--- src/rtl/trace_capture_monitor.sv ---
// trace_capture_monitor
//   On-chip execution-trace capture for the RISC core. Retired instructions
//   are written into a circular buffer while armed. Capture stops POST_TRIG
//   entries after a PC breakpoint or a detected self-loop stall. The buffer
//   is then read out oldest-first.
//
// Ports
//   clk        in   rising-edge clock
//   reset      in   asynchronous active-low reset
//   arm        in   pulse: clear buffer state and start capture (highest priority)
//   trig_en    in   enable PC breakpoint
//   trig_pc    in   breakpoint PC
//   cpu_valid  in   instruction retired this cycle
//   cpu_pc     in   PC of retired instruction
//   cpu_instr  in   retired instruction
//   cpu_rwe    in   retired instruction wrote a register
//   cpu_wdata  in   register write data
//   rd_req     in   request next trace entry (honoured only in DONE)
//   rd_data    out  {cpu_rwe, cpu_pc, cpu_instr, cpu_wdata}; holds when rd_valid=0
//   rd_valid   out  one-cycle pulse, rd_data valid
//   rd_last    out  qualifies rd_valid: final entry
//   busy       out  state PRE or POST
//   triggered  out  trigger seen since arm
//   stall      out  trigger source was stall detection
//   done       out  capture complete, readout available
//   count      out  valid entries remaining in buffer
//   dbg_state  out  FSM state (IDLE=0, PRE=1, POST=2, DONE=3)
//
// Readout handshake: in DONE, a cycle with rd_req=1 and entries remaining
// returns exactly one entry with rd_valid=1 on the following cycle (latency
// 1). rd_req held high streams one entry per cycle. rd_req is ignored in
// any other state and once the final (rd_last) entry has been issued.

module trace_capture_monitor #(
  parameter int PC_W        = 8,
  parameter int INSTR_W     = 16,
  parameter int DATA_W      = 8,
  parameter int DEPTH       = 16,
  parameter int POST_TRIG   = 4,
  parameter int STALL_LIMIT = 8,
  localparam int ENTRY_W    = 1 + PC_W + INSTR_W + DATA_W,
  localparam int CW         = $clog2(DEPTH) + 1
) (
  input  logic               clk,
  input  logic               reset,
  input  logic               arm,
  input  logic               trig_en,
  input  logic [PC_W-1:0]    trig_pc,
  input  logic               cpu_valid,
  input  logic [PC_W-1:0]    cpu_pc,
  input  logic [INSTR_W-1:0] cpu_instr,
  input  logic               cpu_rwe,
  input  logic [DATA_W-1:0]  cpu_wdata,
  input  logic               rd_req,
  output logic [ENTRY_W-1:0] rd_data,
  output logic               rd_valid,
  output logic               rd_last,
  output logic               busy,
  output logic               triggered,
  output logic               stall,
  output logic               done,
  output logic [CW-1:0]      count,
  output logic [1:0]         dbg_state
);

  localparam int AW = $clog2(DEPTH);
  localparam int SW = $clog2(STALL_LIMIT);

  localparam logic [CW-1:0] FULL      = CW'(DEPTH);
  localparam logic [CW-1:0] CNT_ONE   = CW'(1);
  localparam logic [CW-1:0] CNT_ZERO  = '0;
  localparam logic [AW-1:0] POST_INIT = AW'(POST_TRIG);
  localparam logic [AW-1:0] POST_ONE  = AW'(1);
  localparam logic [SW-1:0] STALL_MAX = SW'(STALL_LIMIT - 1);

  typedef enum logic [1:0] {
    IDLE = 2'd0,
    PRE  = 2'd1,
    POST = 2'd2,
    DONE = 2'd3
  } state_e;

  state_e               state_q, state_d;
  logic [AW-1:0]        wr_ptr_q, wr_ptr_d;
  logic [AW-1:0]        rd_ptr_q, rd_ptr_d;
  logic [CW-1:0]        count_q, count_d;
  logic [AW-1:0]        post_left_q, post_left_d;
  logic [SW-1:0]        stall_cnt_q, stall_cnt_d;
  logic [PC_W-1:0]      last_pc_q, last_pc_d;
  logic                 last_pc_vld_q, last_pc_vld_d;
  logic                 triggered_q, triggered_d;
  logic                 stall_q, stall_d;
  logic                 rd_valid_q, rd_valid_d;
  logic                 rd_last_q, rd_last_d;
  logic [ENTRY_W-1:0]   rd_data_q, rd_data_d;

  logic [ENTRY_W-1:0]   mem [DEPTH];
  logic                 mem_we;
  logic [ENTRY_W-1:0]   wr_entry;

  logic                 pc_match;
  logic [SW-1:0]        stall_cnt_nxt;
  logic                 stall_hit;
  logic                 bp_hit;

  assign wr_entry = {cpu_rwe, cpu_pc, cpu_instr, cpu_wdata};

  // The first retire after arm has no valid predecessor, so it never matches.
  assign pc_match = last_pc_vld_q && (cpu_pc == last_pc_q);
  assign bp_hit   = trig_en && (cpu_pc == trig_pc);

  always_comb begin
    stall_cnt_nxt = '0;
    if (pc_match) begin
      // Saturate so a long self-loop during POST cannot wrap the counter.
      stall_cnt_nxt = (stall_cnt_q == STALL_MAX) ? STALL_MAX : stall_cnt_q + 1'b1;
    end
  end

  assign stall_hit = pc_match && (stall_cnt_nxt == STALL_MAX);

  always_comb begin
    state_d       = state_q;
    wr_ptr_d      = wr_ptr_q;
    rd_ptr_d      = rd_ptr_q;
    count_d       = count_q;
    post_left_d   = post_left_q;
    stall_cnt_d   = stall_cnt_q;
    last_pc_d     = last_pc_q;
    last_pc_vld_d = last_pc_vld_q;
    triggered_d   = triggered_q;
    stall_d       = stall_q;
    rd_valid_d    = 1'b0;
    rd_last_d     = 1'b0;
    rd_data_d     = rd_data_q;
    mem_we        = 1'b0;

    if (arm) begin
      // arm wins over everything, including a coincident retire.
      state_d       = PRE;
      wr_ptr_d      = '0;
      count_d       = '0;
      triggered_d   = 1'b0;
      stall_d       = 1'b0;
      stall_cnt_d   = '0;
      last_pc_vld_d = 1'b0;
    end else begin
      unique case (state_q)
        IDLE: ;
        PRE, POST: begin
          if (cpu_valid) begin
            mem_we        = 1'b1;
            wr_ptr_d      = wr_ptr_q + 1'b1;
            count_d       = (count_q == FULL) ? FULL : count_q + 1'b1;
            stall_cnt_d   = stall_cnt_nxt;
            last_pc_d     = cpu_pc;
            last_pc_vld_d = 1'b1;
            if (state_q == PRE) begin
              if (bp_hit || stall_hit) begin
                triggered_d = 1'b1;
                stall_d     = stall_hit;
                post_left_d = POST_INIT;
                if (POST_TRIG == 0) begin
                  state_d = DONE;
                end else begin
                  state_d = POST;
                end
              end
            end else begin
              post_left_d = post_left_q - 1'b1;
              if (post_left_q == POST_ONE) begin
                state_d = DONE;
              end
            end
            // Entering DONE: point the reader at the oldest entry. When the
            // buffer wrapped, that is the slot about to be overwritten next.
            if (state_d == DONE) begin
              rd_ptr_d = (count_d == FULL) ? wr_ptr_d : '0;
            end
          end
        end
        DONE: begin
          if (count_q == CNT_ZERO) begin
            state_d = IDLE;
          end else if (rd_req) begin
            rd_data_d  = mem[rd_ptr_q];
            rd_valid_d = 1'b1;
            rd_last_d  = (count_q == CNT_ONE);
            rd_ptr_d   = rd_ptr_q + 1'b1;
            count_d    = count_q - 1'b1;
          end
        end
        default: state_d = IDLE;
      endcase
    end
  end

  always_ff @(posedge clk or negedge reset) begin
    if (!reset) begin
      state_q       <= IDLE;
      wr_ptr_q      <= '0;
      rd_ptr_q      <= '0;
      count_q       <= '0;
      post_left_q   <= '0;
      stall_cnt_q   <= '0;
      last_pc_q     <= '0;
      last_pc_vld_q <= 1'b0;
      triggered_q   <= 1'b0;
      stall_q       <= 1'b0;
      rd_valid_q    <= 1'b0;
      rd_last_q     <= 1'b0;
      rd_data_q     <= '0;
    end else begin
      state_q       <= state_d;
      wr_ptr_q      <= wr_ptr_d;
      rd_ptr_q      <= rd_ptr_d;
      count_q       <= count_d;
      post_left_q   <= post_left_d;
      stall_cnt_q   <= stall_cnt_d;
      last_pc_q     <= last_pc_d;
      last_pc_vld_q <= last_pc_vld_d;
      triggered_q   <= triggered_d;
      stall_q       <= stall_d;
      rd_valid_q    <= rd_valid_d;
      rd_last_q     <= rd_last_d;
      rd_data_q     <= rd_data_d;
    end
  end

  // Trace storage is not reset; entries are only read back after being written.
  always_ff @(posedge clk) begin
    if (mem_we) begin
      mem[wr_ptr_q] <= wr_entry;
    end
  end

  assign rd_data   = rd_data_q;
  assign rd_valid  = rd_valid_q;
  assign rd_last   = rd_last_q;
  assign busy      = (state_q == PRE) || (state_q == POST);
  assign done      = (state_q == DONE);
  assign triggered = triggered_q;
  assign stall     = stall_q;
  assign count     = count_q;
  assign dbg_state = state_q;

endmodule

--- config.mk ---
export PLATFORM = sky130hd
export DESIGN_NAME = trace_capture_monitor
export DESIGN_NICKNAME = d
export VERILOG_FILES = /design/src/rtl/trace_capture_monitor.sv
export SDC_FILE = /design/constraint.sdc
export NUM_CORES = 1
export LEC_CHECK = 0
export BUFFER_PORTS_ARGS = -buffer_cell sky130_fd_sc_hd__clkbuf_2
export CELL_PAD_IN_SITES_DETAIL_PLACEMENT = 0
export CELL_PAD_IN_SITES_GLOBAL_PLACEMENT = 1
export CORE_MARGIN = 2
export CORE_UTILIZATION = 45
export DETAILED_ROUTE_END_ITERATION = 7
export PLACE_DENSITY = 0.77
export SETUP_SLACK_MARGIN = 0.3
export SYNTH_ARGS = -nofsm -noshare
export SYNTH_HDL_FRONTEND = slang
export SYNTH_SLANG_ARGS = --single-unit
--- constraint.sdc ---
create_clock -name clk -period 3.5 [get_ports clk]
set_clock_uncertainty 0.1 [all_clocks]
set_input_delay 1.05 -clock clk [delete_from_list [all_inputs] [get_ports clk]]
set_output_delay 1.05 -clock clk [all_outputs]
set_load 0.01 [all_outputs]
==> metrics.txt <==
# rows=83; Arr. time, crit path=1.71 ns; count of pins over their slew limit=0; FF+latch count, synth=596; critical path class=flip-flop to primary output; clock latency on the worst-skew pair=0.60 ns; crit path time final=2.86 ns; Worst-Margin Slew=0.727 ns; Clock Path Buffers=3; fill cell total of the finished layout=4028; Root Driver=clkbuf_16; setup TNS=0 ns; clock sinks=596; Worst-path clk slew=0.06 ns; P&R area growth vs syn=15.8%; crit end category=primary output; Worst R2R Start=dbg_state[1]; detailed router's first-iteration violation count=967; share of layout cells above drive strength 1=0.252; CTS Buf Count=58; initial antenna violation count=1; yosys warns=0; unrepaired setup endpoints after global routing=no; Antenna Cells=0; Max-slew headroom=0.508; die area=0.0537 mm²; WHS=0.382 ns; Placed Instances=2019; DRC Markers=0; Synth Flop Type=edfxtp_1; Die W=232 µm; Final Util=0.527; min-delay src=rd_data[5]; Final GP Congestion=0.734; Startpoint Class=flip-flop; router iterations before antenna repair=5; Mapped Nets=1319; PortBufs=92; Setup Fix Bufs, Post-CTS=0; gr ovfl total=0; CP Data Required Time=2.35 ns; Tcrit/Tclk final=0.818; outcome=finished clean; pin count of the biggest net entering global routing=68; num ports=93; nets@finish=1459; core area=0.0513 mm²; number of library cell types mapped by synthesis=53; number of gates resized after CTS=0; CTS tree=yes; Async SR Flop Fraction=0.114; vias in the first global route=12.3k; GRT Overall Usage=0.194; Non-Filler Instances=2127; detailed-route wire length=50800 µm; synthesized area=0.0234 mm²; DIE HEIGHT=232 µm; cell count after synthesis=1259; final setup fails=0; DR vias=12.0k; Maximum Capacitance Violations=0; fmax=0.349 GHz; Crit Path Max Fanout=6; post-DP HPWL=29500 µm; pwr/cell area=601 mW/mm²; starting density of the core=0.455; first-pass GRT wire length=77600 µm; P_leak=8.90 nW; CP Launch Point=dbg_state[1]; post-detailed-route wirelength per cell=23.9 µm; ANT nets after route=0; Mean Syn Cell Area=18.6 µm²; Final Hold Viols=0; maximum VDD drop=493 µV; CTS Hold Bufs=0; worst hold path type=flip-flop to flip-flop; register area share after synthesis=0.752; H-tree Lvls=2; Via density=5.65; EDFF count, synth=528
## synth_stat cells, types with 2 or more instances
master,count,share of area
clkbuf_1,34,0.0055
nor2b_1,4,0.0011
and3_1,4,0.0011
o21ai_1,14,0.0030
dfrtp_1,68,0.073
nand3_1,10,0.0021
nand2_1,115,0.018
buf_1,5,0.00080
xnor2_1,21,0.0079
o211ai_1,4,0.0013
nand2b_1,3,0.00080
nand4_1,4,0.0011
o221ai_1,67,0.025
o21ai_0,60,0.013
and2_1,16,0.0043
mux2_1,2,0.00096
nor4b_1,2,0.00075
nor3b_1,2,0.00064
ha_1,13,0.0070
xor2_1,3,0.0011
o31ai_1,3,0.00096
a211oi_1,3,0.00096
edfxtp_1,528,0.68
nor2_1,22,0.0035
mux2i_1,68,0.029
buf_2,20,0.0043
a21oi_1,12,0.0026
buf_4,8,0.0026
nor3_1,7,0.0015
inv_1,15,0.0024
a22oi_1,2,0.00064
mux4_2,99,0.095
## through the flow
step                      total power [mW]  worst slack, ns  area, µm²
after floorplan                       9.18            0.369      23400
final                                 16.3            0.637      27000
after CTS                             16.4            0.601      27000
after global routing                  16.9            0.510      27000
after global placement                10.0            0.565      25100
after detailed placement              10.0            0.497      25100
## cell usage in the layout (no fill, tap or decap), types with 3 or more instances in the layout
| cell | netlist | layout |
|---|---|---|
| nor3_1 | 7 | 7 |
| nor2_1 | 22 | 22 |
| o221ai_1 | 67 | 67 |
| clkinv_1 | 1 | 13 |
| buf_12 | 0 | 20 |
| clkbuf_16 | 0 | 59 |
| clkbuf_1 | 34 | 5 |
| xor2_1 | 3 | 3 |
| a21oi_1 | 12 | 12 |
| mux2i_1 | 68 | 68 |
| inv_1 | 15 | 15 |
| nand3_1 | 10 | 10 |
| o211ai_1 | 4 | 4 |
| a211oi_1 | 3 | 3 |
| nor2b_1 | 4 | 4 |
| bufinv_16 | 0 | 7 |
| nand2_1 | 115 | 115 |
| buf_4 | 8 | 36 |
| ha_1 | 13 | 13 |
| and2_2 | 0 | 16 |
| mux4_2 | 99 | 99 |
| o21ai_0 | 60 | 60 |
| xnor2_1 | 21 | 21 |
| inv_6 | 0 | 3 |
| o21ai_1 | 14 | 14 |
| nand4_1 | 4 | 4 |
| clkbuf_2 | 0 | 91 |
| edfxtp_1 | 528 | 528 |
| clkinv_2 | 0 | 10 |
| and3_1 | 4 | 4 |
| o31ai_1 | 3 | 3 |
| clkbuf_8 | 0 | 9 |
| dfrtp_1 | 68 | 65 |
## per-layer routing
layer  routed length (µm)  track usage  vias up
li1                     -            -     5351
met1                21900        0.271     6243
met2                25000        0.321      345
met3                 2920       0.0259       71
met4                 1010       0.0535        0
met5                    0            0        -
## cells by family (layout without fill, tap and decap cells)
logic type / count (synthesis) / after routing / share of synthesized area
DFF: 596 / 596 / 0.752
buffers and inverters: 83 / 271 / 0.0157
muxes: 170 / 170 / 0.126
and+or+nand+nor: 200 / 200 / 0.0400
xor gates and xnor gates: 24 / 24 / 0.00900
adders and majority gates: 14 / 14 / 0.00739
AOI/OAI and AO/OA: 172 / 172 / 0.0502
## worst max-delay path, cell delays in order, from the launching register on
cell and delay [ns]:
dfrtp_1 0.44, inv_1 0.07, ha_1 0.38, inv_1 0.08
clkbuf_2 0.13
## final cells by class
cell class | count | area, µm² | area share
clock buffers | 73 | 1620 | 0.0599
flip-flops and latches | 596 | 17600 | 0.650
clock inverters | 35 | 355 | 0.0131
repair buffers | 147 | 1130 | 0.0416
multi-input cells | 580 | 5470 | 0.202
inverters | 16 | 60.1 | 0.00222
well taps | 680 | 851 | 0.0315
## power by group
part	switching [mW]	total [mW]	internal, mW
sequential	0.111	8.01	7.90
combinational	1.23	1.87	0.640
clock	2.60	6.38	3.78
## sequential cells by signal, summed over array words and instances (netlist names), 2 cells and up
signal	count
post_left_q	4
rd_data	33
last_pc_q	8
wr_ptr_q	4
rd_ptr_q	4
count	5
dbg_state	2
stall_cnt_q	3
mem	528
## final timing paths
check,depth (start not counted),slack (ns),to
setup reg to reg,7,0.77,mem[6][5]
max in group asynchronous,2,2.25,rd_data[7]
min in group asynchronous,1,0.39,rd_data[25]
hold reg to reg,2,0.38,rd_data[5]
hold / removal,2,0.38,rd_data[5]
setup / recovery,4,0.64,busy
Power figures use the tool's default switching activity.
